==> src/rtl/lfsr_seq_ctrl.sv <==
// lfsr_seq_ctrl: steps an external LFSR, stores its 3-bit outputs in a buffer and streams them back.
// Optional macro SEQ_SKIP_ZERO_EN: zero captures are discarded and the LFSR is stepped again.
module lfsr_seq_ctrl #(
    parameter int DEPTH = 16
) (
    input  logic                       clk,
    input  logic                       rst_n,
    input  logic [7:0]                 seed_in,
    input  logic                       cmd_new,
    input  logic                       cmd_append,
    input  logic                       cmd_play,
    output logic                       lfsr_load,
    output logic                       lfsr_en,
    output logic [7:0]                 lfsr_seed,
    input  logic [2:0]                 lfsr_r,
    output logic [2:0]                 out_data,
    output logic                       out_valid,
    input  logic                       out_ready,
    output logic                       out_last,
    output logic [$clog2(DEPTH):0]     seq_len,
    output logic                       busy,
    output logic                       full,
    output logic                       err
);
    localparam int IW = $clog2(DEPTH);
    localparam int LW = IW + 1;
`ifdef SEQ_SKIP_ZERO_EN
    localparam bit SKIP_ZERO = 1'b1;
`else
    localparam bit SKIP_ZERO = 1'b0;
`endif

    typedef enum logic [2:0] {IDLE, LOAD, STEP, CAPTURE, PLAY} state_t;

    state_t        state;
    logic [2:0]    mem [DEPTH];
    logic [IW-1:0] idx;
    logic          last_idx;
    logic          any_cmd;

    assign any_cmd   = cmd_new | cmd_append | cmd_play;
    assign lfsr_load = state == LOAD;
    assign lfsr_en   = state == STEP;
    assign busy      = state != IDLE;
    assign full      = seq_len == LW'(DEPTH);
    assign last_idx  = LW'(idx) + LW'(1) == seq_len;
    assign out_valid = state == PLAY;
    assign out_data  = out_valid ? mem[idx] : 3'd0;
    assign out_last  = out_valid & last_idx;

    always_ff @(posedge clk or negedge rst_n) begin
        if (!rst_n) begin
            state     <= IDLE;
            lfsr_seed <= '0;
            seq_len   <= '0;
            idx       <= '0;
            err       <= 1'b0;
            for (int i = 0; i < DEPTH; i++) mem[i] <= '0;
        end else begin
            // anything arriving outside IDLE is rejected; IDLE overrides below
            err <= busy & any_cmd;
            case (state)
                IDLE: begin
                    if (cmd_new) begin
                        lfsr_seed <= seed_in;
                        state     <= LOAD;
                        err       <= cmd_append | cmd_play;
                    end else if (cmd_append) begin
                        err <= full | cmd_play;
                        if (!full) state <= STEP;
                    end else if (cmd_play) begin
                        err <= seq_len == '0;
                        if (seq_len != '0) begin
                            idx   <= '0;
                            state <= PLAY;
                        end
                    end
                end
                LOAD: begin
                    seq_len <= '0;
                    state   <= IDLE;
                end
                STEP: state <= CAPTURE;
                CAPTURE: begin
                    if (SKIP_ZERO && lfsr_r == 3'd0) state <= STEP;
                    else begin
                        mem[seq_len[IW-1:0]] <= lfsr_r;
                        seq_len              <= seq_len + LW'(1);
                        state                <= IDLE;
                    end
                end
                PLAY: begin
                    if (out_ready) begin
                        if (last_idx) state <= IDLE;
                        else idx <= idx + IW'(1);
                    end
                end
                default: state <= IDLE;
            endcase
        end
    end
endmodule

==> config.mk <==
export PLATFORM = sky130hd
export DESIGN_NAME = lfsr_seq_ctrl
export DESIGN_NICKNAME = d
export VERILOG_FILES = /design/src/rtl/lfsr_seq_ctrl.sv
export SDC_FILE = /design/constraint.sdc
export NUM_CORES = 1
export LEC_CHECK = 0
export CAP_MARGIN = 15
export CORE_ASPECT_RATIO = 1.2
export CORE_UTILIZATION = 40
export CTS_CLUSTER_DIAMETER = 100
export DETAILED_ROUTE_END_ITERATION = 7
export SKIP_LAST_GASP = 1
export SYNTH_ARGS = -nofsm -noshare
export SYNTH_HDL_FRONTEND = slang
export SYNTH_SLANG_ARGS = --single-unit
==> constraint.sdc <==
create_clock -name clk -period 6.7 [get_ports clk]
set_input_delay 1.34 -clock clk [delete_from_list [all_inputs] [get_ports clk]]
set_output_delay 1.34 -clock clk [all_outputs]
set_load 0.01 [all_outputs]
==> results of run 1 <==
## metal layers
metal  track usage [%]  vias to the layer above  routed length, um
met5                 0                        -                  0
met4             5.513                        0                130
met3             4.921                       10                311
met2             30.89                       56               3636
met1             23.01                     1125               3186
li1                  -                     1013                  -
## through the flow
step,instances,utilization (%),area [sq um],total power (W),worst slack [ns]
after floorplan,258,-,3417,0.0008811,3.596
after global placement,398,47.16,3866,0.001046,2.719
after detailed placement,398,47.16,3866,0.001053,2.658
after CTS,413,49.77,4080,0.001423,2.293
after global routing,413,49.77,4080,0.001497,2.069
final,413,49.77,4080,0.001409,2.341
## worst max path at each step
stage	from	end	slack [ns]	cells past startpoint
global placement	idx[0]$_DFFE_PN0P_	out_data[1]	2.72	4
detailed placement	idx[0]$_DFFE_PN0P_	out_data[1]	2.66	4
global route	idx[0]$_DFFE_PN0P_	out_last	2.07	6
floorplan	idx[0]$_DFFE_PN0P_	out_data[0]	3.60	5
finish	idx[0]$_DFFE_PN0P_	out_data[1]	2.34	4
CTS	idx[0]$_DFFE_PN0P_	out_data[1]	2.29	4
## power breakdown
part / internal (W) / leakage [nW] / total, W / switching (W)
Combinational: 0.000254 / 0.775 / 0.000425 / 0.000171
Sequential: 0.000501 / 0.910 / 0.000615 / 0.000114
Clock: 0.000217 / 0.105 / 0.000369 / 0.000152
Total: 0.000972 / 1.79 / 0.00141 / 0.000436
## worst max-delay path, stage by stage, from the launching register on
cell and delay [ns]:
dfrtp_1 0.92, mux4_2 0.61, mux4_2 0.50, and2_1 0.17, clkdlybuf4s50_1 0.48
## state kept, by name, summed over array words and instances (netlist names)
| name | count |
|---|---|
| mem | 48 |
| lfsr_seed | 8 |
| seq_len | 5 |
| idx | 4 |
| state | 3 |
| err | 1 |
## cell usage in the layout, fill, tap and decap left out, types with 5 or more instances in the layout
| cell type | netlist | layout |
|---|---|---|
| nand2_1 | 8 | 8 |
| nand4_1 | 6 | 6 |
| clkdlybuf4s50_1 | 0 | 38 |
| and2_1 | 6 | 6 |
| mux4_2 | 15 | 15 |
| dfrtp_1 | 69 | 69 |
| nand3_1 | 8 | 8 |
| clkbuf_8 | 0 | 10 |
| nor2_1 | 21 | 21 |
| ha_1 | 5 | 5 |
| mux2_2 | 57 | 57 |
| inv_1 | 6 | 6 |
## kinds of logic after synthesis
kind of cell,after synthesis
mux,73
flops,69
simple gates,65
compound gates,21
buf+inv,20
xor+xnor,5
fa+ha+maj,5
## area by class of cell
cell class	count	area, sq um
inverter	6	22.52
timing repair buffer	40	392.9
clock buffer	11	141.4
clock inverter	4	72.57
tap	114	142.6
multi-input combinational	169	1582
sequential	69	1727
fill	738	4118
==> results.tsv, run 1 <==
metric	value	unit
synthesized instance count	258	
maximum clock frequency	229.4	MHz
overall global routing resource usage	18.22	%
reg-to-reg critical path endpoint	idx[2]$_DFFE_PN0P_	
main combinational cell family by area after synthesis	multiplexers	
residual DRC count	0	
Yosys Warn Count	0	
top cells by instance count after synthesis	dfrtp_1 (69), mux2_2 (57), nor2_1 (21), mux4_2 (15)	
master cell of the clock root buffer	clkbuf_8	
launching point of the worst reg2reg path	idx[0]$_DFFE_PN0P_	
initial standard-cell utilization of the core	41.68	%
number of synthesized flops with an enable pin	0	
most used standard cell by instance count after synthesis	dfrtp_1	
min-delay src	lfsr_seed[0]$_DFFE_PN0P_	
Worst Setup Path Type	register to output pin	
die area	0.008918	sq mm
maxcap violations	0	
final worst path period share	65.07	%
endpoints failing setup	0	
worst hold stages	1	
post-synthesis register bit count	69	
clock buffers created by TritonCTS	9	
final critical delay including setup and external delays	4.360	ns
setup tns final	0	ns
cell type with the largest total area after synthesis	dfrtp_1	
clock sink total	69	
terminating pin of the worst hold path	lfsr_seed[0]$_DFFE_PN0P_	
number of buffers added for setup after CTS	0	
Resized cells post-CTS	0	
wire length of the first global-routing pass	11840	um
HPWL after DPL	5117	um
CTS tree	done	
data arrival time of the critical path	3.02	ns
largest cells by area after synthesis	dfrtp_1 (51%), mux2_2 (19%), mux4_2 (9.9%), nor2_1 (2.3%), ha_1 (1.8%)	
largest fanout of any net on the critical path	17	
CP Capture Type	output pin	
main flop type after synthesis	dfrtp_1	
Synth Net Count	280	
Mean Syn Cell Area	13.24	sq um
maximum number of pins on one net before global-route repair	70	
post-CTS clock slew at the launch and capture registers of the worst setup and hold paths	0.07	ns
initial antenna violation count	0	
maximum buffer depth of the clock tree	2	
fraction of synthesized area in multiplexers	28.96	%
number of different library cells in the post-synthesis netlist	39	
router iterations before antenna repair	5	
Startpoint Class	register	
share of layout cells above drive strength 1	30.10	%
data required time at the worst endpoint	5.36	ns
power density normalized to cell area	345.3	mW/mm^2
count of buffers from port buffering	39	
core area	0.008198	sq mm
I/O pin count	40	
final max-slew violation count	0	
worst rel slew slack	41.04	%
total wire length	7264	um
worst r2r path cells	6	
Die Span Y	103.3	um
vias per std cell	5.337	
synthesized-area fraction occupied by xor and xnor cells	1.282	%
run status	finished, final reports clean	
post-detailed-route count of antenna-violating nets	0	
last weighted congestion value of the routability-driven placer	0.7799	
type of the tightest min-delay check	register to register	
number of inserted diodes	0	
vias in the first global route	2137	
FF-to-FF setup slack	3.99	ns
CTS H-tree depth	3	
post-cts hold buffer count	0	
post-synth top area share	50.53	%
slew at the pin with the worst max-slew slack	0.8845	ns
sequential share of the synthesized area	50.53	%
detailed-route wire length per cell	17.59	um
RSZ-0062 raised after global routing	no	
overall die width	86.38	um
Std-Cell Rows	36	
hold violation count in the final report	0	
Area growth syn-to-layout	19.41	%
total vias in the final route	2204	
Post-Syn Area	0.003417	sq mm
fraction of registers with async set or reset after synthesis	100.0	%
compound-gate portion of the synthesized area	4.650	%
largest vdd supply drop	0.1265	mV
Congestion Overflow GR	0	
leakage power summed over all cells	1.791	nW
skew final	0.01091	ns
area share of and/or/nand/nor cells after synthesis	9.557	%
insertion delay of the later-clocked pin in the worst-skew pair	0.34	ns
worst hold slack after final layout	0.5079	ns
total number of nets in the final design	317	
Iter 0 DRT Violations	66	
arithmetic-cell share of the synthesized area counting full adders, half adders and majority gates	1.831	%
Power figures use the tool's default switching activity.
==> run 2, diff against run 1 <==
clock period = 3.9 ns   (was 6.7 ns; I/O delays follow)
==> run 2 against run 1 <==
  * Non-clock buffer count increased by 2
  * Clock skew decreased by 0.0049 ns
  * Critical endpoint is now out_last
  * Flip-flop and latch count unchanged
  * Register-to-register slack got worse by 2.7 ns
  * Largest power group unchanged
  * Via count increased by 1.4%
  * Setup slack got worse by 2.1 ns
  * Routed wire length increased by 1.3%
  * Sequential power increased by 64%
  * Highest routed layer unchanged
  * Global-route usage increased by 0.63 points
==> results.tsv, run 2 (same netlist as run 1, synthesis figures left out) <==
metric	value	unit	change
last weighted congestion value of the routability-driven placer	0.7231		was 0.7799
maxcap violations	0		unchanged
Filler Cells Inserted	765		was 738
hold violation count in the final report	0		unchanged
Iter 0 DRT Violations	127		was 66
overall global routing resource usage	18.86	%	was 18.22%
maximum clock frequency	274.5	MHz	
min-delay src	mem[25]$_DFFE_PN0P_		was lfsr_seed[0]$_DFFE_PN0P_
CTS tree	done		unchanged
total wire length	7360	um	was 7264 um
worst hold stages	1		unchanged
maximum buffer depth of the clock tree	2		unchanged
skew final	0.006020	ns	was 0.01091 ns
area of the multi-input gates	0.001582	sq mm	unchanged
Resized cells post-CTS	0		unchanged
worst rel slew slack	38.72	%	was 41.04%
I/O pin count	40		unchanged
run status	finished, final reports clean		unchanged
Startpoint Class	register		unchanged
post-CTS clock slew at the launch and capture registers of the worst setup and hold paths	0.07	ns	about the same
detailed-route wire length per cell	17.73	um	was 17.59 um
RSZ-0062 raised after global routing	no		unchanged
leakage power summed over all cells	1.797	nW	was 1.791 nW
CP Capture Type	output pin		unchanged
count of non-filler cells in the finished layout	415		was 413
type of the tightest min-delay check	register to register		unchanged
Area growth syn-to-layout	19.41	%	unchanged
highest-count cells in the layout ignoring fill and taps	dfrtp_1 (69), mux2_2 (57), clkdlybuf4s50_1 (38)		unchanged
Total Power	0.002382	W	was 0.001409 W
Top reg by flops	mem		unchanged
Placed Cells incl. Taps	400		was 398
leading cell type in the layout, fill and taps excluded	dfrtp_1		unchanged
FF-to-FF setup slack	1.34	ns	was 3.99 ns
register area	0.001727	sq mm	unchanged
die area	0.008918	sq mm	unchanged
power density normalized to cell area	583.9	mW/mm^2	was 345.3 mW/mm^2
wire length of the first global-routing pass	12430	um	was 11840 um
largest vdd supply drop	0.1961	mV	was 0.1265 mV
total vias in the final route	2235		was 2204
clock sink total	69		unchanged
final worst path period share	93.42	%	
router iterations before antenna repair	4		was 5
Worst Setup Path Type	register to output pin		unchanged
initial standard-cell utilization of the core	41.68	%	unchanged
Std-Cell Rows	36		unchanged
share of layout cells above drive strength 1	30.90	%	was 30.10%
worst setup path start	idx[1]$_DFFE_PN0P_		was idx[0]$_DFFE_PN0P_
Congestion Overflow GR	0		unchanged
data required time at the worst endpoint	3.12	ns	was 5.36 ns
count of buffers from port buffering	39		unchanged
residual DRC count	0		unchanged
overall die width	86.38	um	unchanged
data arrival time of the critical path	2.86	ns	was 3.02 ns
endpoints failing setup	0		unchanged
worst r2r path cells	6		unchanged
number of inserted diodes	0		unchanged
Die Span Y	103.3	um	unchanged
final max-slew violation count	0		unchanged
post-cts hold buffer count	0		unchanged
final critical delay including setup and external delays	3.643	ns	
maximum number of pins on one net before global-route repair	41		was 70
Largest register FFs	48		unchanged
slew at the pin with the worst max-slew slack	0.9193	ns	was 0.8845 ns
CTS H-tree depth	3		unchanged
setup tns final	0	ns	unchanged
vias in the first global route	2359		was 2137
terminating pin of the worst hold path	mem[25]$_DFFE_PN0P_		was lfsr_seed[0]$_DFFE_PN0P_
number of buffers added for setup after CTS	0		unchanged
master cell of the clock root buffer	clkbuf_8		unchanged
worst hold slack after final layout	0.5062	ns	was 0.5079 ns
HPWL after DPL	5098	um	was 5117 um
reg-to-reg critical path endpoint	idx[2]$_DFFE_PN0P_		unchanged
clock buffers created by TritonCTS	9		unchanged
total number of nets in the final design	319		was 317
initial antenna violation count	0		unchanged
core area	0.008198	sq mm	unchanged
launching point of the worst reg2reg path	idx[1]$_DFFE_PN0P_		was idx[0]$_DFFE_PN0P_
post-detailed-route count of antenna-violating nets	0		unchanged
vias per std cell	5.386		was 5.337
largest fanout of any net on the critical path	16		was 17
Top Registers	mem: 48 flops, lfsr_seed: 8 flops, seq_len: 5 flops		unchanged
insertion delay of the later-clocked pin in the worst-skew pair	0.34	ns	about the same
==> run 2: cell types whose count changed in the layout (fill, tap and decap cells not counted) <==
cell       previous run  this run
clkbuf_8             10        11
clkbuf_1              1         0
clkinv_2              1         2
bufinv_16             2         1
buf_4                 1         3
==> run 2: per-layer routing <==
metal | routed length, um | part of all wire [%] | global-route usage, %
met1 | 3288 | 45 | 23.23
met2 | 3640 | 49 | 32.30
met3 | 293 | 4.0 | 4.048
met4 | 137 | 1.9 | 8.077
met5 | 0 | 0 | 0
==> run 2: metrics by stage <==
step	worst slack [ns]	area [sq um]	utilization (%)
after floorplan	1.356	3417	-
after global placement	0.6934	3881	47.34
after detailed placement	0.5811	3881	47.34
after CTS	0.2013	4080	49.77
after global routing	0.03678	4080	49.77
final	0.2566	4080	49.77
==> run 2: worst max-delay path by stage <==
| stage | endpoint | slack [ns] | cells past startpoint |
|---|---|---|---|
| 6_report | out_last | 0.26 | 6 |
| 5_1_grt | out_last | 0.04 | 6 |
| 4_1_cts | out_last | 0.20 | 6 |
| 3_5_place_dp | out_last | 0.58 | 6 |
| 3_3_place_gp | out_last | 0.69 | 6 |
| 2_1_floorplan | out_data[0] | 1.36 | 5 |
==> run 2: layout make-up <==
| cell class | count | share of cell area, % |
|---|---|---|
| multi-input cells | 169 | 38.76 |
| clock buffers | 11 | 3.711 |
| clock inverters | 4 | 1.165 |
| well taps | 114 | 3.496 |
| flip-flops and latches | 69 | 42.32 |
| repair buffers | 42 | 9.997 |
| inverters | 6 | 0.5520 |
==> run 2: worst max-delay path: stages (launching register included) <==
cell and delay [ns]:
dfrtp_1 0.75, ha_1 0.39, nand3b_1 0.10, a221oi_1 0.29, o2111ai_1 0.28, nor2_1 0.16
clkdlybuf4s50_1 0.55
==> run 2: where the power goes <==
group	internal [W]	switching (W)	total [W]
Combinational	0.000443	0.000339	0.000782
Sequential	0.000861	0.000149	0.00101
Clock	0.000324	0.000266	0.000590
Total	0.00163	0.000754	0.00238
